`config.mk`:
```
export PLATFORM = sky130hd
export DESIGN_NAME = serial_mult_ctrl_flat
export DESIGN_NICKNAME = d
export VERILOG_FILES = /design/src/rtl/serial_mult_ctrl_pkg.sv /design/src/rtl/serial_mult_ctrl_if.sv /design/src/rtl/serial_mult_ctrl_fa_bit.sv /design/src/rtl/serial_mult_ctrl.sv /design/src/flat_wrapper.sv
export SDC_FILE = /design/constraint.sdc
export NUM_CORES = 1
export LEC_CHECK = 0
export CAP_MARGIN = 20
export CORE_MARGIN = 10
export CORE_UTILIZATION = 40
export DETAILED_ROUTE_END_ITERATION = 12
export GPL_TIMING_DRIVEN = 0
export SETUP_SLACK_MARGIN = 0.15
export SKIP_CTS_REPAIR_TIMING = 1
export SYNTH_ARGS = -nofsm -noshare
export SYNTH_HDL_FRONTEND = slang
export SYNTH_SLANG_ARGS = --single-unit
```
`constraint.sdc`:
```
create_clock -name clk -period 3.7 [get_ports clk]
set_input_delay 0.555 -clock clk [delete_from_list [all_inputs] [get_ports clk]]
set_output_delay 0.555 -clock clk [all_outputs]
set_load 0.1 [all_outputs]
```
`src/rtl/serial_mult_ctrl_pkg.sv`:
```
// Shared definitions for the serial shift-add multiplier: the default operand
// width and the controller state enumeration.
package serial_mult_pkg;

  localparam int DEFAULT_WIDTH = 4;

  typedef enum logic [1:0] {
    ST_IDLE  = 2'd0,
    ST_ADD   = 2'd1,
    ST_SHIFT = 2'd2,
    ST_DONE  = 2'd3
  } state_t;

endpackage

```
`src/rtl/serial_mult_ctrl_if.sv`:
```
// Operand/product handshake bundle for serial_mult_ctrl.
// The master drives the operands and out_ready; the slave (the multiplier)
// drives in_ready, out_valid, product and busy.
interface serial_mult_ctrl_if
  import serial_mult_pkg::*;
#(
  parameter int WIDTH = DEFAULT_WIDTH
);

  logic               in_valid;
  logic               in_ready;
  logic [WIDTH-1:0]   mcand;
  logic [WIDTH-1:0]   mplier;
  logic               out_valid;
  logic               out_ready;
  logic [2*WIDTH-1:0] product;
  logic               busy;

  modport master (
    output in_valid, mcand, mplier, out_ready,
    input  in_ready, out_valid, product, busy
  );

  modport slave (
    input  in_valid, mcand, mplier, out_ready,
    output in_ready, out_valid, product, busy
  );

endinterface

```
`src/rtl/serial_mult_ctrl_fa_bit.sv`:
```
// Gate-level 1-bit full adder. The multiplier owns exactly one of these and
// time-shares it across every bit position and every iteration.
module fa_bit (
  input  wire i_a,
  input  wire i_b,
  input  wire i_cin,
  output wire o_s,
  output wire o_cout
);

  wire w_ab_x;
  wire w_ab_a;
  wire w_c_a;

  xor g_x1 (w_ab_x, i_a, i_b);
  xor g_x2 (o_s, w_ab_x, i_cin);
  and g_a1 (w_ab_a, i_a, i_b);
  and g_a2 (w_c_a, w_ab_x, i_cin);
  or  g_o1 (o_cout, w_ab_a, w_c_a);

endmodule

```
`src/rtl/serial_mult_ctrl.sv`:
```
// Bit-serial shift-add unsigned multiplier controller.
// Each partial-product addition ripples through one shared full adder, one bit
// per cycle (ADD), followed by a one-cycle right shift of {C,A,Q} (SHIFT).
// Optional macro SERIAL_MULT_SKIP_ZERO_EN: when defined, ADD is bypassed for
// zero multiplier bits, making latency data dependent.
module serial_mult_ctrl
  import serial_mult_pkg::*;
#(
  parameter int WIDTH = DEFAULT_WIDTH
) (
  input  logic               clk,
  input  logic               rst,
  serial_mult_ctrl_if.slave  bus
);

  localparam int            CW   = $clog2(WIDTH) + 1;
  localparam logic [CW-1:0] LAST = CW'(WIDTH - 1);

  state_t           r_state;
  logic [WIDTH-1:0] r_m;
  logic [WIDTH-1:0] r_a;
  logic [WIDTH-1:0] r_q;
  logic             r_c;
  logic [CW-1:0]    r_bit_cnt;
  logic [CW-1:0]    r_iter_cnt;

  logic w_fa_b;
  logic w_sum;
  logic w_cout;
  logic w_accept;
  logic w_skip_accept;
  logic w_skip_shift;

  // Addend bit is M[0] gated by the current multiplier bit, so a zero
  // multiplier bit adds zero while still walking all positions.
  assign w_fa_b = r_m[0] & r_q[0];

  fa_bit u_fa (
    .i_a    (r_a[0]),
    .i_b    (w_fa_b),
    .i_cin  (r_c),
    .o_s    (w_sum),
    .o_cout (w_cout)
  );

  assign w_accept = bus.in_valid && (r_state == ST_IDLE);

`ifdef SERIAL_MULT_SKIP_ZERO_EN
  // Next multiplier LSB: mplier[0] on load, Q[1] after a shift.
  assign w_skip_accept = ~bus.mplier[0];
  assign w_skip_shift  = ~r_q[1];
`else
  assign w_skip_accept = 1'b0;
  assign w_skip_shift  = 1'b0;
`endif

  // Controller and datapath: load, serial add through the shared adder, shift.
  always_ff @(posedge clk or posedge rst) begin
    if (rst) begin
      r_state    <= ST_IDLE;
      r_m        <= '0;
      r_a        <= '0;
      r_q        <= '0;
      r_c        <= 1'b0;
      r_bit_cnt  <= '0;
      r_iter_cnt <= '0;
    end else begin
      case (r_state)
        ST_IDLE: begin
          if (w_accept) begin
            r_m        <= bus.mcand;
            r_q        <= bus.mplier;
            r_a        <= '0;
            r_c        <= 1'b0;
            r_bit_cnt  <= '0;
            r_iter_cnt <= '0;
            r_state    <= w_skip_accept ? ST_SHIFT : ST_ADD;
          end
        end
        ST_ADD: begin
          // Sum enters at the MSB; after WIDTH rotations A holds the full
          // sum in order and M is back to its original alignment.
          r_a       <= {w_sum, r_a[WIDTH-1:1]};
          r_m       <= {r_m[0], r_m[WIDTH-1:1]};
          r_c       <= w_cout;
          r_bit_cnt <= r_bit_cnt + CW'(1);
          if (r_bit_cnt == LAST) begin
            r_state <= ST_SHIFT;
          end
        end
        ST_SHIFT: begin
          // The shift also clears C for the next addition pass.
          {r_c, r_a, r_q} <= {1'b0, r_c, r_a, r_q[WIDTH-1:1]};
          r_iter_cnt      <= r_iter_cnt + CW'(1);
          r_bit_cnt       <= '0;
          if (r_iter_cnt == LAST) begin
            r_state <= ST_DONE;
          end else begin
            r_state <= w_skip_shift ? ST_SHIFT : ST_ADD;
          end
        end
        ST_DONE: begin
          if (bus.out_ready) begin
            r_state <= ST_IDLE;
          end
        end
        default: r_state <= ST_IDLE;
      endcase
    end
  end

  assign bus.in_ready  = (r_state == ST_IDLE);
  assign bus.out_valid = (r_state == ST_DONE);
  assign bus.busy      = (r_state == ST_ADD) || (r_state == ST_SHIFT);
  assign bus.product   = {r_a, r_q};

endmodule

```
`src/flat_wrapper.sv`:
```
// flat-port wrapper written by rule: the top's interface ports become plain ports
module serial_mult_ctrl_flat import serial_mult_pkg::*;
#(
  parameter int WIDTH = DEFAULT_WIDTH
)
  (clk, rst, bus_in_valid, bus_mcand, bus_mplier, bus_out_ready, bus_in_ready, bus_out_valid, bus_product, bus_busy);
  serial_mult_ctrl_if #(.WIDTH(WIDTH)) bus_i ();
  input  logic clk;
  input  logic rst;
  input wire logic [$bits(bus_i.in_valid)-1:0] bus_in_valid;
  input wire logic [$bits(bus_i.mcand)-1:0] bus_mcand;
  input wire logic [$bits(bus_i.mplier)-1:0] bus_mplier;
  input wire logic [$bits(bus_i.out_ready)-1:0] bus_out_ready;
  output wire logic [$bits(bus_i.in_ready)-1:0] bus_in_ready;
  output wire logic [$bits(bus_i.out_valid)-1:0] bus_out_valid;
  output wire logic [$bits(bus_i.product)-1:0] bus_product;
  output wire logic [$bits(bus_i.busy)-1:0] bus_busy;
  assign bus_i.in_valid = bus_in_valid;
  assign bus_i.mcand = bus_mcand;
  assign bus_i.mplier = bus_mplier;
  assign bus_i.out_ready = bus_out_ready;
  assign bus_in_ready = bus_i.in_ready;
  assign bus_out_valid = bus_i.out_valid;
  assign bus_product = bus_i.product;
  assign bus_busy = bus_i.busy;
  serial_mult_ctrl #(.WIDTH(WIDTH)) u_core (.clk(clk), .rst(rst), .bus(bus_i));
endmodule
```
==> results summary, run 1 <==
The detailed-routed wire length on met2 is 1300 microns. The total power consumption of the routed design came out at 1381 uW. Once detail routing completed, the nets flagged for antenna violations numbered 0. Setup total negative slack on the finished layout was measured at 0 ps. The worst-margin pin slew came out at 972.8 ps.

In the final routed layout, each cell accounts on average for 15.01 microns. The slowest stage of the critical path is the clkdlybuf4s50_1 cell. The final period utilization is 82.15%. In the post-synthesis netlist, the biggest area contributors are dfrtp_1 44%, ha_1 9.5%, o21ai_0 3.8%. The final critical path time including I/O delays and setup came out at 3039 ps. The run finished with clean final reports. The number of buffers on the longest clock path came out at 2. The worst voltage drop across the vdd grid came out at 431.5 uV. After clock tree synthesis, the clock-pin slew on the worst setup and hold paths is 120 ps. The total count of max-transition violations in the final report was 0. For this run, the top clock speed supported by timing is 0.3290 GHz. The worst-case register-to-register setup slack is 1960 ps. By count the netlist is led by 21 x dfrtp_1, 9 x ha_1, 9 x inv_1, 9 x o21ai_0, 8 x nand2_1. The flop and latch count out of synthesis came out at 21.

Setup violations remaining at the end of the flow were counted as 0. The detailed router used layers up to and including met4. The element type at the critical path end is a primary output.

The most used standard cell by instance count after synthesis is dfrtp_1. Across the run, the number of max-cap violations was 0. For this block, the routed nets add up to 2581 microns of wire. The number of detailed-route iterations in the first pass is 4. The critical path is of the reg2out type.

The largest delay contributor family on the critical path is buffers and inverters. The total global routing track utilization is 10.15%. The number of H-tree levels is 1. The HPWL after detailed placement came out at 2031 microns. Clock tree synthesis found a total of 21 sinks. The final hold slack is 489.0 ps. The synthesized netlist occupies a cell area of 1189 sq um. Setup repair after global routing left no endpoint under its margin. The signal on the critical path passes through inv_1 -> ha_1 -> clkdlybuf4s50_1. The remaining max-slew budget at the tightest pin is 34.94%. The number of global-route vias before repair is 983. The met1 wire length came out at 1155 microns. For this run, the slowest stage of the critical path takes 1220 ps. The row count came out at 19. The count of synthesis-stage warnings from yosys is 0. Of all flip-flops after synthesis, the portion carrying an async set or reset was 100.0%. The distinct cell type count of the synthesized netlist is 33.

The total clock buffers created by CTS came out at 3. The count of filler cells inserted in the layout came out at 284. The routability congestion estimate is 0.7318. The final net count is 164. At the later pin of the worst-skew pair, clock insertion delay measures 300 ps.

The proportion of synthesized chip area in sequential cells is 44.21%. The share of cells above drive strength 1 came out at 9.220%. After synthesis, the largest area contributor takes up 44.21% of total cell area. After detailed routing, the met3 layer carries 114 microns of wire. The floorplan die height came out at 74.51 microns. The average footprint of a synthesized cell is 10.25 sq um. The nature of the critical path startpoint is a flop. Summed over all cells, the static leakage comes to 0.0006351 uW. Among all flip-flop cells after synthesis, the most frequent one is dfrtp_1. After detailed routing, the number of vias per cell comes to 5.372. At the worst endpoint, the required time is 3140 ps. The total nets after synthesis is 138.

Port buffering added 21 buffers. The pin count of the biggest net entering global routing came out at 22. Summed over all layers, the global routing overflow is 0.

The power per standard cell area is 943.7 nW/um^2. The initial antenna violation count came out at 0. The number of enable flip-flop cells after synthesis came out at 0. TritonCTS built the clock tree. The post-synthesis cell count is 116. The die boundary width came out at 74.51 microns. Data on the critical path arrives at its endpoint at 2480 ps.

The vias after detailed routing is 924. After detailed routing, the number of remaining DRC violations is 0. The count of buffering cells on the critical path with inverters included is 2.

The final standard cell utilization of the core came out at 52.19%. The number of inserted diodes came out at 0. The area of the die came out at 5552 sq um. The number of DRC markers after the initial detailed-route iteration is 38. The top cell type by total area after synthesis is dfrtp_1. The area growth from synthesis to layout is 23.16%. The final clock skew is 3.742 ps. The tightest min-delay check is of the reg2reg type. The count of pins on the block boundary came out at 23.

The core area came out at 2805 sq um. The effective utilization at floorplan is 42.37%. The placed instance count is 168. CTS placed an instance of clkbuf_4 at the clock tree root. The first-pass GRT wire length is 4519 microns. Along the worst path, the maximum fanout reaches 7.

The total count of hold-check failures in the final report is 0. For this run, the number of standard cells in the final layout without fillers is 172.
## cell type report
type                       instances  area [sq um]  share of cell area (%)
buffer                             6         47.55                   3.248
clock buffer                       4         26.28                   1.795
inverter                           9         33.78                   2.308
multi-input combinational         80         581.8                   39.74
sequential                        21         525.5                   35.90
tap                               31         38.79                   2.650
timing repair buffer              21         210.2                   14.36
## worst reg2reg max path: cells and delay by family (launching register included)
| family | cells | cell delay [ps] |
|---|---|---|
| and+or+nand+nor | 1 | 90 |
| muxes | 1 | 340 |
| DFF | 1 | 460 |
| adders and majority gates | 1 | 400 |
| buffers and inverters | 2 | 310 |
| AOI/OAI and AO/OA | 1 | 80 |
## kinds of logic after synthesis
group           Yosys count  synth area share, %
mux                       2                1.789
flops                    21                44.21
compound gates           33                18.95
fa+ha+maj                10                11.16
simple gates             35                17.05
buf+inv                  15                6.841
## state kept, by name (all words and copies together), names as in the netlist
| register | cells |
|---|---|
| u_core.r_q | 4 |
| u_core.r_c | 1 |
| u_core.r_a | 4 |
| u_core.r_bit_cnt | 3 |
| u_core.r_state | 2 |
| u_core.r_iter_cnt | 3 |
| u_core.r_m | 4 |
## metal layers
layer,vias up,GRT usage (%)
li1,469,-
met1,441,12.10
met2,12,17.10
met3,2,3.723
met4,0,2.101
met5,-,0
## report_power, final
| group | internal, uW | total (uW) | switching (uW) |
|---|---|---|---|
| registers | 307 | 370 | 62.3 |
| logic | 293 | 901 | 608 |
| clock network | 42.0 | 111 | 68.8 |
## layout by cell type, fill, tap and decap left out, types with 3 or more instances in the layout
cell type,n
a21oi_1,5
nor3_1,3
clkbuf_4,3
nand2b_1,7
dfrtp_1,21
nor2_1,4
a221o_1,4
nand3_1,5
inv_1,9
ha_1,9
a22o_1,5
clkdlybuf4s50_1,21
o21ai_0,9
o22ai_1,3
nand2_1,8
## worst paths after layout
check | to | start | depth (start not counted)
setup / recovery | bus_in_ready | u_core.r_state[0]$_DFFE_PP0P_ | 3
hold reg to reg | u_core.r_iter_cnt[2]$_DFFE_PP0P_ | u_core.r_iter_cnt[2]$_DFFE_PP0P_ | 2
min in group asynchronous | u_core.r_iter_cnt[2]$_DFFE_PP0P_ | rst | 2
setup reg to reg | u_core.r_q[3]$_DFFE_PP0P_ | u_core.r_state[0]$_DFFE_PP0P_ | 6
max in group asynchronous | u_core.r_c$_DFFE_PP0P_ | rst | 2
hold / removal | u_core.r_iter_cnt[2]$_DFFE_PP0P_ | u_core.r_iter_cnt[2]$_DFFE_PP0P_ | 2
## per-stage QoR
stage / setup slack (ps) / cell area [sq um]
after detailed placement: 996.8 / 1438
after CTS: 630.5 / 1464
final: 660.6 / 1464
after global routing: 570.2 / 1464
after global placement: 1003 / 1438
after floorplan: 1472 / 1189
Power figures use the tool's default switching activity.
==> run 2, diff against run 1 <==
==> constraint.sdc (replaced) <==
create_clock -name clk -period 2.9 [get_ports clk]
set_input_delay 0.435 -clock clk [delete_from_list [all_inputs] [get_ports clk]]
set_output_delay 0.435 -clock clk [all_outputs]
set_load 0.1 [all_outputs]
==> results summary, run 2 (synthesis results as in run 1) <==
In this run the clock root is driven by a clkbuf_4. The ratio of routed vias to standard cells is 5.331. The total power consumption of the routed design is 1761 uW. The count of pins on the block boundary came out at 23. The count of final setup violators is 0.

The switching power share of the total came out at 53.58%. The uppermost metal layer occupied by signal nets is met4. The worst setup path is captured at a primary output. The total clock buffers created by CTS came out at 3.

The HPWL after detailed placement came out at 2031 microns. The die is 74.51 microns wide. The vias after detailed routing is 917. In this run the worst setup path terminates at bus_out_valid.

The remaining max-slew budget at the tightest pin came out at 34.29%. The number of detailed-route iterations in the first pass came out at 4. The final hold slack came out at 477.6 ps. Relative to the synthesized area, the layout overhead comes to 23.58%. Entering global routing, the biggest net connects 22 pins.

The total count of hold-check failures in the final report was 0. The leakage power came out at 0.0006576 uW. The detailed-routed wire length on met2 came out at 1302 microns. The count of port buffers added during placement came out at 21.

Tracing the worst setup path back leads to its startpoint at u_core.r_state[0]$_DFFE_PP0P_. In this run the critical register-to-register path is captured at u_core.r_q[3]$_DFFE_PP0P_. The worst-margin pin slew came out at 984.0 ps.

The most common cell after layout, fill and taps aside is dfrtp_1. The min-delay analysis places its worst path in the category in2reg. The clock sink total is 21. The met1 wire length came out at 1162 microns.

The row count came out at 19. The number of buffers on the longest clock path came out at 2. Fill cells in the final layout number 286. The final period utilization is 86.84%.

Setup repair after global routing left no endpoint under its margin. In the final timing run, aggregate negative setup slack is 0 ps. The final critical path time including I/O delays and setup is 2518 ps.

Wire segments on met3 add up to 114 microns in the final route. The number of global-route vias before repair is 983. The clock tree from TritonCTS is yes. The final net count is 164.

From bottom edge to top edge, the die measures 74.51 microns. The repair_antennas step left the layout with diodes totalling 0. The worst-case register-to-register setup slack is 1160 ps. In this run the number of H-tree levels came out at 1. The sequential fraction of design power came out at 26.8%. In the layout the commonest cells are 21 x dfrtp_1, 19 x clkdlybuf4s50_1, 9 x inv_1, 9 x o21ai_0, 9 x ha_1. The core area is 2805 sq um.

The largest fanout on the critical path is 6. Global routing used 10.15% of the available tracks across all layers. The power per standard cell area is 1199 nW/um^2. The endpoint required time on the critical path came out at 2470 ps. The achievable clock frequency came out at 0.3971 GHz. The clock network accounts for 8.0% of the total power. The instance area after placement came out at 1438 sq um.

The latest clock arrival within the worst-skew pair is 300 ps. Clock-pin slew was measured on the worst setup and hold paths at 110 ps. The initial utilization of the core area, before any placement, comes to 42.37%. Cell internal power was estimated by the tool at 817.4 uW. Counting cells, the worst reg-to-reg path comes to 6. Summed over all nets, the switching power comes to 943.4 uW.

The clock arrives with 1.899 ps of skew. The final standard cell utilization of the core came out at 52.36%. The largest registers in the layout are u_core.r_a x4, u_core.r_m x4, u_core.r_q x4.

The total of max-cap violations came out at 0. Across the VDD grid, the largest voltage drop is 546.6 uV. The post-layout instance area came out at 1469 sq um. The routability congestion estimate came out at 0.7318. The worst setup path is launched from a flop.

The total routed wirelength came out at 2590 microns. By startpoint and endpoint, the worst setup path is classified as reg2out. The initial antenna violation count is 0. The number of DRC markers after the initial detailed-route iteration is 48.

The number of nets with antenna violations after detailed routing came out at 0. Data on the critical path arrives at its endpoint at 2080 ps. The number of remaining DRC errors came out at 0. The floorplan step defined a die boundary enclosing 5552 sq um. The relative contribution of combinational cells to total power is 65.2%.

The share of cells above drive strength 1 came out at 9.220%. After detailed routing, the average wire length per cell comes to 15.06 microns. The total count of max-transition violations in the final report is 0. The overflow left after global routing is 0. The first-pass GRT wire length is 4519 microns. In this run the critical register-to-register path is launched from u_core.r_state[0]$_DFFE_PP0P_. The flow ran to the end, and the final reports show no timing, DRC or antenna violations.
-- run 2: per-stage QoR --
stage | setup WS, ps | std cells
after detailed placement | 316.8 | 168
after CTS | -49.46 | 172
after floorplan | 671.8 | 116
after global placement | 323.0 | 168
final | 381.7 | 172
after global routing | 276.9 | 172
-- run 2: final cells by class --
cell class | count | area, sq um | share of cell area [%]
multi-input cells | 80 | 581.8 | 39.61
flip-flops and latches | 21 | 525.5 | 35.78
repair buffers | 21 | 215.2 | 14.65
plain buffers | 6 | 47.55 | 3.237
well taps | 31 | 38.79 | 2.641
inverters | 9 | 33.78 | 2.300
clock buffers | 4 | 26.28 | 1.789
-- run 2: metal layers --
| metal | track usage, % | vias to the layer above |
|---|---|---|
| met2 | 17.10 | 12 |
| met3 | 3.723 | 2 |
| met4 | 2.101 | 0 |
| met5 | 0 | - |
| met1 | 12.10 | 435 |
| li1 | - | 468 |
-- run 2: worst max-delay path: stages (launching register included) --
cell	delay [ps]
dfrtp_1	450
ha_1	200
clkdlybuf4s50_1	1130
-- run 2: power groups by stage --
stage	registers, uW	clock network (uW)	logic [uW]
after detailed placement	480	0	1160
final	472	140	1150
after floorplan	657	0	730
after global placement	478	0	1150
after CTS	474	148	1170
after global routing	491	165	1250
-- run 2: worst min-delay path by stage --
stage / startpoint / end / slack, ps / depth (start not counted)
after floorplan: rst / u_core.r_a[0]$_DFFE_PP0P_ / 410 / 1
after global placement: u_core.r_iter_cnt[2]$_DFFE_PP0P_ / u_core.r_iter_cnt[2]$_DFFE_PP0P_ / 480 / 2
after detailed placement: u_core.r_iter_cnt[2]$_DFFE_PP0P_ / u_core.r_iter_cnt[2]$_DFFE_PP0P_ / 470 / 2
after CTS: bus_in_valid / u_core.r_q[3]$_DFFE_PP0P_ / 470 / 3
after global routing: bus_in_valid / u_core.r_q[3]$_DFFE_PP0P_ / 480 / 3
final: bus_in_valid / u_core.r_q[3]$_DFFE_PP0P_ / 480 / 3
==> run 3, diff against run 2 <==
--- a/config.mk
+++ b/config.mk
@@ -6,10 +6,11 @@
 export NUM_CORES = 1
 export LEC_CHECK = 0
 export CAP_MARGIN = 20
-export CORE_MARGIN = 10
+export CORE_MARGIN = 3
 export CORE_UTILIZATION = 40
 export DETAILED_ROUTE_END_ITERATION = 12
 export GPL_TIMING_DRIVEN = 0
+export HOLD_SLACK_MARGIN = 0.05
 export SETUP_SLACK_MARGIN = 0.15
 export SKIP_CTS_REPAIR_TIMING = 1
 export SYNTH_ARGS = -nofsm -noshare
==> results summary, run 3 (synthesis results as in run 1) <==
The total count of hold-check failures in the final report is 0. The share of cells above drive strength 1 came out at 9.220%. The row count is 19. The worst-margin pin slew came out at 975.5 ps.

The endpoint required time on the critical path is 2470 ps. The count of pins on the block boundary is 23. The area used by multi-input combinational logic is 581.8 sq um. The clock slew seen by the registers of the worst setup and hold paths came out at 120 ps. The largest fanout on the critical path came out at 6. The count of buffers added on input and output ports is 21. The cell depth of the worst flop-to-flop path came out at 6. Detailed routing inserted a total of 941 vias. Setup repair after global routing left no endpoint under its margin. The first detailed-routing pass ran for 4 iterations. The count of final setup violators is 0. The total of max-cap violations is 0. On the worst path, the slowest cell contributes a delay of 1130 ps.

The end of the worst hold path is u_core.r_q[3]$_DFFE_PP0P_. The number of remaining DRC errors is 0. Across the whole layout, storage elements account for 525.5 sq um.

The area of the die is 3661 sq um. The number of inserted diodes came out at 0. The total clock buffers created by CTS is 3. The number of buffers on the longest clock path is 2. The routed length per placed instance is 14.08 microns. The worst-case register-to-register setup slack came out at 1120 ps. After detailed routing, the total wire length is 2421 microns. The effective utilization at floorplan is 42.37%. Based on the critical path, the design can be clocked at up to 0.3949 GHz.

For this design, the slowest cell found on the critical path is clkdlybuf4s50_1. The worst setup path is launched from a flop. TritonCTS built the clock tree. Global routing consumed, over all layers together, 14.68% of the routing resources. The final clock skew came out at 0.8298 ps. The data arrival time at the worst-slack endpoint came out at 2100 ps.

The number of DRC markers after the initial detailed-route iteration is 33. The routability congestion estimate is 0.7188. The run finished with clean final reports.

Walking the worst path, the cells encountered are ha_1 -> clkdlybuf4s50_1. The area growth from synthesis to layout came out at 23.58%. Once layout is complete, the utilization of the core stands at 52.36%. The largest registers in the layout are u_core.r_a x4, u_core.r_m x4, u_core.r_q x4. The first-pass GRT wire length is 4077 microns. In this run the critical register-to-register path is launched from u_core.r_state[0]$_DFFE_PP0P_. The number of global-route vias before repair came to 879. The final critical path time including I/O delays and setup is 2532 ps.

The ratio of routed vias to standard cells came out at 5.471. The clock drives 21 sinks. The pin count of the biggest net entering global routing is 22. The setup path with the least slack is of type reg2out. Measured against its own limit, the worst slew margin works out to 34.86%. The final net count came out at 164. Clock tree synthesis selected as its root buffer the cell clkbuf_4. The count of filler cells inserted in the layout is 265. Leaving out fill and tap cells, the most frequent cells in the layout are 21 x dfrtp_1, 19 x clkdlybuf4s50_1, 9 x inv_1, 9 x o21ai_0, 9 x ha_1. The floorplan die height is 60.51 microns. Of the available clock period, the critical path in the final layout requires 87.32%. The count of nets left with antenna violations once routing finished came out at 0. CTS built an H-tree with a depth of 1. The worst hold path begins at bus_in_valid. The worst register-to-register path ends at u_core.r_q[3]$_DFFE_PP0P_.

The core area came out at 2805 sq um. The most common cell after layout, fill and taps aside is dfrtp_1. The worst setup path is captured at a primary output. Clock latency on the worst-skew pair, taken at its later pin, is 300 ps. The class of the tightest hold or removal check is in2reg. The initial antenna violation count came to 0.

The die boundary width came out at 60.51 microns. The total count of max-transition violations in the final report came out at 0. After legalization and detailed placement, the total HPWL measured 1803 microns.

Summed over all layers, the global routing overflow is 0. The number of stages on the worst hold path is 3.
==> run 3: cell counts in the layout (fill, tap and decap cells not counted) <==
No cell type changed its count.
==> run 3: how the worst max path moves through the flow <==
stage	from	end	slack (ps)
floorplan	u_core.r_state[0]$_DFFE_PP0P_	u_core.r_m[3]$_DFFE_PP0P_	670
global placement	u_core.r_state[0]$_DFFE_PP0P_	bus_in_ready	340
detailed placement	u_core.r_state[0]$_DFFE_PP0P_	bus_in_ready	330
CTS	u_core.r_state[0]$_DFFE_PP0P_	bus_in_ready	-40
global route	u_core.r_state[1]$_DFFE_PP0P_	bus_out_valid	280
finish	u_core.r_state[1]$_DFFE_PP0P_	bus_out_valid	370
==> run 3: layer usage <==
metal  global-route usage (%)  vias up  part of all wire [%]  wire length [microns]
met5                        0        -                     0                      0
met4                    2.786        0                  0.33                      8
met3                    3.830        2                   3.3                     80
met2                    23.46       16                    50                   1208
met1                    20.34      460                    46                   1124
li1                         -      463                     -                      -
==> run 3: cell type report <==
class,instances,share of cell area (%)
clock buffers,4,1.789
flip-flops and latches,21,35.78
repair buffers,21,14.65
multi-input cells,80,39.61
well taps,31,2.641
inverters,9,2.300
plain buffers,6,3.237
==> run 3: through the flow <==
stage / hold WS [ps] / instances / TNS, ps / area, sq um / setup WS (ps)
after CTS: 465.0 / 172 / -38.76 / 1464 / -38.76
final: 475.2 / 172 / 0 / 1469 / 367.6
after detailed placement: 475.8 / 168 / 0 / 1438 / 333.1
after global placement: 477.2 / 168 / 0 / 1438 / 341.9
after floorplan: 411.5 / 116 / 0 / 1189 / 671.8
after global routing: 484.0 / 172 / 0 / 1469 / 275.6
==> run 3: worst max-delay path: cells and delay by family, from the launching register on <==
kind | cells | cell delay, ps
flip-flops | 1 | 460
buffers and inverters | 1 | 1130
adder cells (fa/ha/maj) | 1 | 200
Power of run 3 is left out: the tool's default activity adds up to more than one toggle a clock period on the data nets, which glitch-free logic cannot reach.
